### src/rtl/dcache_miss_sched_pkg.sv
// Shared encodings for the dcache miss scheduler: request kinds, FSM
// states, the cache line geometry and the bridge burst/single type values.
package dcache_miss_sched_pkg;

  localparam int LINE_OFF_W = 5;

  localparam logic TYPE_LINE   = 1'b1;
  localparam logic TYPE_SINGLE = 1'b0;

  localparam logic [1:0] KIND_REFILL = 2'b00;
  localparam logic [1:0] KIND_UC_LD  = 2'b01;
  localparam logic [1:0] KIND_UC_ST  = 2'b10;
  localparam logic [1:0] KIND_RSVD   = 2'b11;

  localparam logic [2:0] S_IDLE = 3'd0;
  localparam logic [2:0] S_WB   = 3'd1;
  localparam logic [2:0] S_RD   = 3'd2;
  localparam logic [2:0] S_WAIT = 3'd3;
  localparam logic [2:0] S_RESP = 3'd4;

endpackage

### src/rtl/dcache_miss_sched.sv
// dcache miss scheduler: serialises one refill / uncached access at a time
// onto the bridge read and write ports and returns one completion pulse.
// Optional build macro DCACHE_STRICT_WB_ORDER_EN: a dirty refill waits in WB
// for the victim write response before issuing the line read.
module dcache_miss_sched #(
  parameter int   LINE_OFF_W = dcache_miss_sched_pkg::LINE_OFF_W,
  parameter logic LINE_LEN   = dcache_miss_sched_pkg::TYPE_LINE
) (
  input  logic         clk,
  input  logic         resetn,
  input  logic         req_valid,
  output logic         req_ready,
  input  logic [1:0]   req_kind,
  input  logic [31:0]  req_addr,
  input  logic [2:0]   req_size,
  input  logic [3:0]   req_wstrb,
  input  logic [31:0]  req_wdata,
  input  logic         req_dirty,
  input  logic [31:0]  victim_addr,
  input  logic [255:0] victim_data,
  output logic         resp_valid,
  output logic [255:0] resp_data,
  output logic         rd_req,
  output logic         rd_type,
  output logic [31:0]  rd_addr,
  output logic [2:0]   rd_size,
  input  logic         rd_rdy,
  input  logic         ret_valid,
  input  logic [255:0] ret_data,
  output logic         wr_req,
  output logic         wr_type,
  output logic [31:0]  wr_addr,
  output logic [2:0]   wr_size,
  output logic [3:0]   wr_wstrb,
  output logic [255:0] wr_data,
  input  logic         wr_rdy,
  input  logic         wr_ok
);
  import dcache_miss_sched_pkg::*;

  localparam logic [31:0] LINE_MASK = ~((32'd1 << LINE_OFF_W) - 32'd1);

  logic [2:0]   state;
  logic [1:0]   kind_q;
  logic [31:0]  addr_q;
  logic [2:0]   size_q;
  logic [3:0]   wstrb_q;
  logic [31:0]  wdata_q;
  logic [31:0]  vaddr_q;
  logic [255:0] vdata_q;
  logic         rd_pend;
  logic         wr_pend;
  logic         is_refill;

  // Handshake outputs are pure state decodes; no input-to-output paths.
  assign req_ready  = (state == S_IDLE);
  assign resp_valid = (state == S_RESP);
  assign rd_req     = (state == S_RD);
  assign wr_req     = (state == S_WB) && !wr_pend;

  assign is_refill  = (kind_q == KIND_REFILL);

  // Bridge command fields come straight from the latched request.
  always_comb begin
    rd_type  = is_refill ? LINE_LEN : TYPE_SINGLE;
    rd_addr  = is_refill ? (addr_q & LINE_MASK) : addr_q;
    rd_size  = is_refill ? 3'd2 : size_q;
    wr_type  = is_refill ? LINE_LEN : TYPE_SINGLE;
    wr_addr  = is_refill ? (vaddr_q & LINE_MASK) : addr_q;
    wr_size  = is_refill ? 3'd2 : size_q;
    wr_wstrb = is_refill ? 4'hF : wstrb_q;
    wr_data  = is_refill ? vdata_q : {224'b0, wdata_q};
  end

  // Miss FSM with read/write pending flags; bridge pulses are honoured in
  // any state where the matching flag is set.
  always_ff @(posedge clk) begin
    if (!resetn) begin
      state     <= S_IDLE;
      kind_q    <= '0;
      addr_q    <= '0;
      size_q    <= '0;
      wstrb_q   <= '0;
      wdata_q   <= '0;
      vaddr_q   <= '0;
      vdata_q   <= '0;
      rd_pend   <= 1'b0;
      wr_pend   <= 1'b0;
      resp_data <= '0;
    end else begin
      // A write response with nothing outstanding is a no-op.
      if (wr_ok) wr_pend <= 1'b0;
      case (state)
        S_IDLE: if (req_valid) begin
          kind_q  <= req_kind;
          addr_q  <= req_addr;
          size_q  <= req_size;
          wstrb_q <= req_wstrb;
          wdata_q <= req_wdata;
          vaddr_q <= victim_addr;
          vdata_q <= victim_data;
          case (req_kind)
            KIND_REFILL: state <= req_dirty ? S_WB : S_RD;
            KIND_UC_LD:  state <= S_RD;
            KIND_UC_ST:  state <= S_WB;
            default: begin
              resp_data <= '0;
              state     <= S_RESP;
            end
          endcase
        end
        S_WB: begin
          if (!wr_pend && wr_rdy) begin
            wr_pend <= 1'b1;
`ifdef DCACHE_STRICT_WB_ORDER_EN
            if (!is_refill) state <= S_WAIT;
`else
            state <= is_refill ? S_RD : S_WAIT;
`endif
          end
`ifdef DCACHE_STRICT_WB_ORDER_EN
          // Victim write acknowledged: the line read may now go out.
          if (wr_pend && wr_ok) state <= S_RD;
`endif
        end
        S_RD: if (rd_rdy) begin
          state <= S_WAIT;
          // Data returned in the handshake cycle itself is captured here.
          if (ret_valid)
            resp_data <= is_refill ? ret_data : {224'b0, ret_data[31:0]};
          else
            rd_pend <= 1'b1;
        end
        S_WAIT: begin
          if (ret_valid && rd_pend) begin
            rd_pend   <= 1'b0;
            resp_data <= is_refill ? ret_data : {224'b0, ret_data[31:0]};
          end
          if ((!rd_pend || ret_valid) && (!wr_pend || wr_ok)) state <= S_RESP;
        end
        S_RESP: state <= S_IDLE;
        default: state <= S_IDLE;
      endcase
    end
  end

endmodule

### config.mk
export PLATFORM = sky130hd
export DESIGN_NAME = dcache_miss_sched
export DESIGN_NICKNAME = d
export VERILOG_FILES = /design/src/rtl/dcache_miss_sched_pkg.sv /design/src/rtl/dcache_miss_sched.sv
export SDC_FILE = /design/constraint.sdc
export NUM_CORES = 1
export LEC_CHECK = 0
export BUFFER_PORTS_ARGS = -buffer_cell sky130_fd_sc_hd__buf_2
export CAP_MARGIN = 10
export CORE_AREA = 4 4 470 472
export DETAILED_ROUTE_END_ITERATION = 6
export DIE_AREA = 0 0 474 476
export GPL_TIMING_DRIVEN = 0
export HOLD_SLACK_MARGIN = 0.15
export MAX_ROUTING_LAYER = met4
export PLACE_DENSITY_LB_ADDON = 0.15
export SYNTH_ARGS = -nofsm -noshare
export SYNTH_HDL_FRONTEND = slang
export SYNTH_SLANG_ARGS = --single-unit
export TNS_END_PERCENT = 5
### constraint.sdc
create_clock -name clk -period 3.76 [get_ports clk]
set_input_delay 0.564 -clock clk [delete_from_list [all_inputs] [get_ports clk]]
set_output_delay 0.564 -clock clk [all_outputs]
set_load 0.1 [all_outputs]
==> results of run 1 <==
[synthesized netlist by cell type, types with 4 or more instances]
library cell | number | area [um^2]
inv_1 | 4 | 15.0
clkbuf_1 | 138 | 518
nand2_1 | 1228 | 4610
buf_2 | 54 | 270
and2_1 | 229 | 1430
a21boi_0 | 81 | 608
a21boi_1 | 275 | 2060
or2_2 | 5 | 31.3
nor2b_1 | 11 | 68.8
mux2i_1 | 258 | 2580
dfxtp_1 | 617 | 12400
buf_4 | 53 | 398
mux2_2 | 60 | 676
buf_6 | 27 | 304
[sequential cells by signal, summed over array words and instances (netlist names), 2 cells and up]
signal	flops
vdata_q	256
resp_data	256
wdata_q	32
state	3
kind_q	2
wstrb_q	4
size_q	3
addr_q	32
vaddr_q	27
[area by class of cell]
type | count | area, um^2 | share of cell area, %
antenna | 53 | 133 | 0.295
buffer | 274 | 1530 | 3.39
clock buffer | 132 | 2590 | 5.75
clock inverter | 20 | 298 | 0.662
inverter | 5 | 18.8 | 0.0417
multi-input combinational | 2173 | 12300 | 27.3
sequential | 617 | 12400 | 27.4
tap | 2854 | 3570 | 7.93
timing repair buffer | 1823 | 12300 | 27.2
[layer usage]
layer  global-route usage [%]  up-vias  wire length, um
met5                        -        -                0
met4                     5.51        0             6600
met3                     4.43      233            12600
met2                     23.5      992            76600
met1                     16.8    13100            70000
li1                         -    13700                -
[per-stage QoR]
stage               setup TNS [ns]  area, um^2
finish                           0       45000
global route              -0.00785       45000
CTS                        -0.0243       44900
detailed placement           -4.61       35800
global placement            -23.12       35800
floorplan                        0       26100
[cell families after synthesis]
kind of cell | count (synthesis) | share of synthesized area [%]
AO/OA/AOI/OAI | 370 | 10.6
buffers and inverters | 279 | 5.80
flip-flops | 617 | 47.3
multiplexers | 318 | 12.5
AND/OR/NAND/NOR | 1485 | 23.8
[worst paths after layout]
path	from	to	slack, ns	cells past startpoint
worst max-delay path	kind_q[0]	wr_data[51]	0.27	5
worst max register to register	kind_q[0]	resp_data[251]	1.25	7
worst min-delay path	wr_ok	wr_pend	0.24	3
worst min register to register	vdata_q[215]	vdata_q[215]	0.45	2
[power breakdown]
part | internal (mW) | switching, mW | leakage, nW
clock network | 5.08 | 3.45 | 1.41
registers | 7.51 | 0.527 | 5.03
logic | 3.62 | 12.1 | 14.3
[worst max-delay path, cell delays in order, from the launching register on]
cell and delay [ns]:
dfxtp_1 0.33, nor2_4 0.39, clkbuf_4 0.41, clkbuf_2 0.32, and2_1 0.29, buf_2 0.47
[what timing repair did]
action                                  CTS  global route
setup buffers                             0             0
hold buffers                            611             0
cloned                                    0             0
gates resized for setup                  44             5
hold endpoints to repair                612             0
endpoints found under the setup margin  286             7
pin swaps                                 1             0
==> run_results.csv, run 1 <==
group,metric,value,unit
outcome,status,"complete, no violations",
die,boundaryPins,1217,
timing,tightest_slew,1.11,ns
clock_network,clock_sinks,617,
min_path,hold_class,"input port to flop",
layout,syn_to_final_growth,72.3,%
synth,yosys_most_used_dff,"dfxtp_1",
clock_network,cts_tree,"done",
routing,drt-initial-drc-count,901,
critical_path,crit_arrival,2.93,ns
critical_path,setup.worst_path.end_class,"output pin",
synth,synth_edf_count,0,
global_routing,grtUsageTotal,14.5,%
die,coreArea,217000,um^2
timing,fin_skew,0.0143,ns
routing,first_pass_iters,5,
layout,fin_util,20.8,%
die,start_util,12.1,%
synth,syn_inst,3069,
die,rows,171,
timing,hold_viol,0,
timing,fin_crit_sh,92.9,%
timing,relSlewSlack,25.7,%
clock_network,ctsLongestPathBuffers,3,
power_and_ir_drop,p_leak,20.7,nW
placed_design,dp_slack,-0.358,ns
global_routing,grt_pass1_vias,29800,
synth,synth_cell_type_count,35,
placed_design,dp_cells,7135,
routing,routed_wl,166000,um
synth,syn_avg_cell_area,8.51,um^2
timing,setup_viol,0,
critical_path,path_class,"flop to output pin",
layout,nNetsFinal,5605,
die,die_x,474,um
routing,drc_errors,0,
power_and_ir_drop,irDropWorstVdd,0.352,mV
layout,mostFrequentLayoutCell,"buf_2",
synth,yosys_warnings,0,
routing,vias_per_cell,3.52,
power_and_ir_drop,p_per_area,718,nW/um^2
synth,ys_ff_latch,617,
global_routing,antenna_found_initial,64,
clock_network,h-tree-depth,3,
die,dieArea,226000,um^2
layout,drive_above_1_share,31.0,%
synth,synthesis.area,26100,um^2
power_and_ir_drop,power,32.3,mW
layout,fill_cells,24600,
global_routing,grt_max_degree,13,
global_routing,overflow,0,
clock_network,cts-root-buf,"clkbuf_16",
routing,vias,28000,
layout,mostFrequentLayoutCells,"buf_2, nand2_1, dfxtp_1",
timing,fmax,286,MHz
clock_network,clk_pin_slew,0.06,ns
routing,ant_nets,0,
clock_network,worstSkewPairLatency,0.70,ns
timing,period_needed,3.49,ns
placed_design,io_buffer_count,1211,
synth,synth-seq-area-share,47.3,%
layout,final_cells,7951,
placed_design,place_congestion,0.847,
critical_path,critPathRequiredTime,3.20,ns
timing,worst_slack,0.266,ns
placed_design,dp_hpwl,136000,um
die,die_y,476,um
global_routing,grt_pass1_wl,227000,um
synth,synth_nets,3694,
flow_run,cap_violations,0,
timing,slew_viol_final,0,
clock_network,numCtsBuffers,86,
routing,routedWlPerCell,20.9,um
critical_path,cp-start-kind,"flop",
synth,ys_async_sr_fraction,0,%
critical_path,crit_path_max_fanout,10,
timing,finalHoldWorstSlack,0.240,ns
No activity file was read; power rests on OpenSTA's default activity.
==> run 2, diff against run 1 <==
Settings changed: SETUP_SLACK_MARGIN set to 0.3.
==> run 2 against run 1 <==
Effect of this change:
- cell count about the same
- register-to-register slack improved by 0.12 ns
- die area unchanged
- clock skew increased by 0.0034 ns
- worst hold slack about the same
- largest cell class unchanged
==> run_results.csv, run 2 (synthesis gave the netlist of run 1 again) <==
group,metric,value,unit
die,dieArea,226000,um^2
timing,tns,0,ns
critical_path,path_class,"flop to output pin",
die,die_y,476,um
clock_network,clk_pin_slew,0.06,ns
timing,fmax,297,MHz
layout,final_area,45000,um^2
clock_network,h-tree-depth,3,
power_and_ir_drop,irDropWorstVdd,0.352,mV
critical_path,worstPathCellList,"nor2_4 > buf_4 > clkbuf_2 > buf_8 > clkbuf_1 > and2_1 > buf_4",
layout,mostFrequentLayoutCell,"buf_2",
clock_network,cts_tree,"done",
timing,setup_viol,0,
outcome,status,"complete, no violations",
layout,syn_to_final_growth,72.4,%
timing,rsz0062_at_grt,"yes",
layout,nNetsFinal,5608,
min_path,hold_class,"input port to flop",
power_and_ir_drop,sequentialPowerShare,24.9,%
timing,slew_viol_final,0,
critical_path,critPathRequiredTime,3.20,ns
critical_path,crit_path_max_fanout,10,
critical_path,ff2ff_setup_slack,1.37,ns
critical_path,reg2regPathDepth,6,
routing,drc_errors,0,
critical_path,crit_buf_inv,5,
routing,drt-initial-drc-count,928,
placed_design,dp_cells,7135,
critical_path,cpMostUsedCell,"buf_4",
timing,period_needed,3.36,ns
layout,mostFrequentLayoutCells,"buf_2, nand2_1, dfxtp_1",
power_and_ir_drop,p_int,16.2,mW
min_path,hold_path_startpoint,"wr_ok",
routing,highest_layer,"met4",
routing,vias_per_cell,3.52,
routing,routedWlPerCell,20.9,um
placed_design,place_area,35800,um^2
routing,ant_nets,0,
die,coreArea,217000,um^2
placed_design,io_buffer_count,1211,
clock_network,cts-root-buf,"clkbuf_16",
layout,reg_top3,"resp_data (256), vdata_q (256)",
global_routing,overflow,0,
routing,wl_met2,76500,um
critical_path,worst_path_largest_cell_delay,0.36,ns
critical_path,crit_family,"buffers and inverters",
routing,wl_met1,70100,um
critical_path,crit-reg2reg-capture,"vdata_q[196]",
global_routing,grt_max_degree,13,
layout,fin_util,20.8,%
power_and_ir_drop,swShare,49.8,%
clock_network,worstSkewPairLatency,0.70,ns
clock_network,ctsLongestPathBuffers,3,
timing,worst_slack,0.396,ns
timing,finalHoldWorstSlack,0.240,ns
placed_design,dp_slack,-0.358,ns
layout,drive_above_1_share,31.0,%
power_and_ir_drop,power,32.3,mW
power_and_ir_drop,pwr-share-comb,48.7,%
critical_path,setup.worst_path.end_class,"output pin",
power_and_ir_drop,p_per_area,718,nW/um^2
routing,routed_wl,166000,um
die,start_util,12.1,%
min_path,hold_end,"wr_pend",
critical_path,reg2reg_from,"state[2]",
power_and_ir_drop,switchingPower,16.1,mW
layout,final_cells,7953,
global_routing,grtUsageTotal,14.5,%
placed_design,place_congestion,0.847,
critical_path,cp-start-kind,"flop",
routing,wl_met3,12600,um
power_and_ir_drop,clockPowerShare,26.4,%
global_routing,grt_pass1_vias,29800,
power_and_ir_drop,p_leak,20.8,nW
die,boundaryPins,1217,
min_path,whs_path_depth,3,
global_routing,antenna_found_initial,64,
critical_path,crit_arrival,2.80,ns
die,rows,171,
placed_design,dp_hpwl,136000,um
timing,relSlewSlack,25.5,%
flow_run,cap_violations,0,
routing,vias,28000,
die,die_x,474,um
clock_network,clock_sinks,617,
global_routing,grt_pass1_wl,227000,um
timing,hold_viol,0,
clock_network,numCtsBuffers,86,
timing,fin_crit_sh,89.5,%
routing,first_pass_iters,5,
critical_path,slowest_stage,"and2_1",
timing,tightest_slew,1.12,ns
timing,fin_skew,0.0177,ns
==> run 2: how the worst max path moves through the flow <==
stage | startpoint | endpoint | cells after the start
final | kind_q[0] | wr_data[160] | 7
after global routing | kind_q[0] | wr_data[160] | 7
after CTS | kind_q[0] | wr_data[6] | 6
after detailed placement | kind_q[1] | wr_data[215] | 6
after global placement | kind_q[1] | wr_data[215] | 5
after floorplan | kind_q[1] | wr_data[246] | 4
==> run 2: repair_timing <==
item | CTS | global route
buffers inserted | 3 | 0
endpoints found under the setup margin | 305 | 75
hold endpoints to repair | 612 | 0
hold buffers | 611 | 0
pin swaps | 1 | 0
resized for setup | 38 | 2
==> run 2: cell type report <==
| type | count | area (um^2) |
|---|---|---|
| inverter | 5 | 18.8 |
| sequential | 617 | 12400 |
| clock inverter | 20 | 298 |
| antenna | 52 | 130 |
| fill | 24600 | 171000 |
| buffer | 274 | 1530 |
| timing repair buffer | 1826 | 12300 |
| multi-input combinational | 2173 | 12300 |
| tap | 2854 | 3570 |
| clock buffer | 132 | 2590 |
==> run 2: worst register-to-register path: stages (launching register included) <==
cell and delay, ns:
dfxtp_1 0.46, nor3_2 0.11, nand2_1 0.24, buf_2 0.44, clkbuf_1 0.75, nand2_1 0.13, a21boi_1 0.17
==> run 2: power by group through the flow <==
stage          Sequential, mW  Clock [mW]  Combinational, mW
2_1_floorplan            9.55           0               9.86
3_3_place_gp             8.15           0               15.5
3_5_place_dp             8.18           0               15.5
4_1_cts                  8.05        8.95               16.1
5_1_grt                  8.16        9.16               16.7
6_report                 8.03        8.55               15.7
==> run 2: per-layer routing <==
metal | GRT usage, % | vias to the layer above
li1 | - | 13700
met1 | 16.8 | 13100
met2 | 23.5 | 962
met3 | 4.46 | 217
met4 | 5.51 | 0
met5 | - | -
==> run 3, diff against run 2 <==
Settings changed: CELL_PAD_IN_SITES_DETAIL_PLACEMENT set to 1, CELL_PAD_IN_SITES_GLOBAL_PLACEMENT set to 1, CORE_AREA 4 4 470 472 to 4 4 478 480, DIE_AREA 0 0 474 476 to 0 0 482 484.
==> run 3 against run 2 <==
Effect of this change:
- flip-flop and latch count unchanged
- count of clock-buffer cells in the layout up 3
- critical path depth down 1
- non-clock buffer count up 5
- first-iteration DRC count down 14%
- worst hold slack better by 0.065 ns
- design area up 0.86%
- wire length up 3.6%
- power up 1.1%
- register-to-register slack worse by 0.26 ns
- sequential power about the same
- cell count up 2.1%
==> run_results.csv, run 3 (synthesis gave the netlist of run 1 again) <==
group,metric,value,unit
global_routing,grt_pass1_wl,239000,um
critical_path,path_class,"flop to output pin",
layout,syn_to_final_growth,73.9,%
timing,hold_viol,0,
clock_network,worstSkewPairLatency,0.70,ns
timing,fin_crit_sh,92.7,%
global_routing,antenna_found_initial,74,
routing,routed_wl,172000,um
die,rows,174,
critical_path,crit_family,"buffers and inverters",
min_path,hold_class,"input port to flop",
global_routing,overflow,0,
global_routing,grt_pass1_vias,31300,
die,coreArea,224000,um^2
routing,vias_per_cell,3.47,
power_and_ir_drop,p_leak,20.8,nW
critical_path,reg2reg_from,"kind_q[0]",
critical_path,startpoint,"kind_q[0]",
critical_path,crit_arrival,2.92,ns
power_and_ir_drop,irDropWorstVdd,0.378,mV
timing,fin_skew,0.0197,ns
critical_path,slowest_stage,"buf_1",
layout,final_area,45400,um^2
die,die_x,482,um
routing,drt-initial-drc-count,800,
min_path,hold_path_startpoint,"ret_data[191]",
clock_network,cts-root-buf,"clkbuf_16",
placed_design,io_buffer_count,1211,
placed_design,dp_hpwl,138000,um
timing,tns,0,ns
die,dieArea,233000,um^2
placed_design,dp_cells,7275,
die,die_y,484,um
flow_run,cap_violations,0,
critical_path,setup.worst_path.end_class,"output pin",
global_routing,grtUsageTotal,14.7,%
layout,nNetsFinal,5617,
die,start_util,11.6,%
clock_network,clock_sinks,617,
timing,rsz0062_at_grt,"yes",
critical_path,critPathRequiredTime,3.20,ns
layout,mostFrequentLayoutCell,"buf_2",
critical_path,crit_buf_inv,4,
critical_path,crit_path_max_fanout,11,
layout,final_cells,8120,
routing,drc_errors,0,
timing,slew_viol_final,0,
critical_path,worst_path_largest_cell_delay,0.59,ns
routing,first_pass_iters,4,
critical_path,cp-start-kind,"flop",
layout,fin_util,20.3,%
layout,fill_cells,26800,
power_and_ir_drop,p_per_area,719,nW/um^2
timing,period_needed,3.48,ns
clock_network,cts_tree,"done",
critical_path,worstPathCellList,"nor2_4 > buf_12 > clkbuf_1 > buf_1 > and2_1 > buf_2",
die,boundaryPins,1217,
timing,tightest_slew,1.08,ns
outcome,status,"complete, no violations",
timing,relSlewSlack,27.9,%
clock_network,numCtsBuffers,90,
clock_network,ctsLongestPathBuffers,3,
layout,reg_top3,"resp_data (256), vdata_q (256)",
timing,fmax,287,MHz
clock_network,clk_pin_slew,0.06,ns
routing,routedWlPerCell,21.2,um
timing,setup_viol,0,
layout,mostFrequentLayoutCells,"buf_2, nand2_1, dfxtp_1",
layout,drive_above_1_share,31.2,%
routing,vias,28200,
clock_network,h-tree-depth,3,
global_routing,grt_max_degree,13,
placed_design,place_area,36000,um^2
placed_design,place_congestion,0.810,
routing,ant_nets,0,
run 3: layer usage:
| metal | track usage [%] | wire length [um] |
|---|---|---|
| met4 | 5.44 | 5900 |
| met1 | 16.7 | 70900 |
| met2 | 24.2 | 81600 |
| met5 | - | 0 |
| met3 | 4.50 | 13400 |
run 3: final cells by class:
cell class / instances / area (um^2) / area share [%]
Antenna cell: 64 / 160 / 0.353
Clock inverter: 29 / 300 / 0.661
Tap cell: 2992 / 3740 / 8.24
Sequential cell: 617 / 12400 / 27.2
Clock buffer: 135 / 2690 / 5.93
Buffer: 273 / 1520 / 3.34
Multi-Input combinational cell: 2173 / 12300 / 27.0
Inverter: 5 / 18.8 / 0.0413
Timing Repair Buffer: 1832 / 12400 / 27.2
run 3: path summary, 6_finish.rpt:
path,slack (ns),to,cells after the start
hold reg to reg,0.45,vdata_q[117],2
setup reg to reg,1.11,resp_data[199],8
setup / recovery,0.28,wr_data[252],6
hold / removal,0.30,resp_data[191],3
run 3: power breakdown:
part | switching [mW] | internal, mW
logic | 12.2 | 3.67
registers | 0.521 | 7.51
clock network | 3.60 | 5.22
run 3: repair_timing:
| action | CTS | global route |
|---|---|---|
| pin swaps | 1 | 0 |
| setup endpoints to repair | 305 | 198 |
| setup buffers | 5 | 0 |
| hold endpoints to repair | 613 | 0 |
| gates resized for setup | 26 | 17 |
| hold buffers | 613 | 0 |
run 3: worst reg2reg max path: cells and delay by family, from the launching register on:
kind                   cells  cell delay (ns)
and+or+nand+nor            3             0.77
muxes                      1             0.20
buffers and inverters      4             1.28
DFF                        1             0.33
run 3: stage by stage:
stage	power [mW]	hold WS, ns	worst slack, ns
after floorplan	19.4	0.430	0.492
after global placement	23.7	0.438	-0.525
after detailed placement	23.7	0.441	-0.307
after CTS	33.6	0.190	0.0929
after global routing	34.5	0.219	0.0709
final	32.7	0.305	0.275
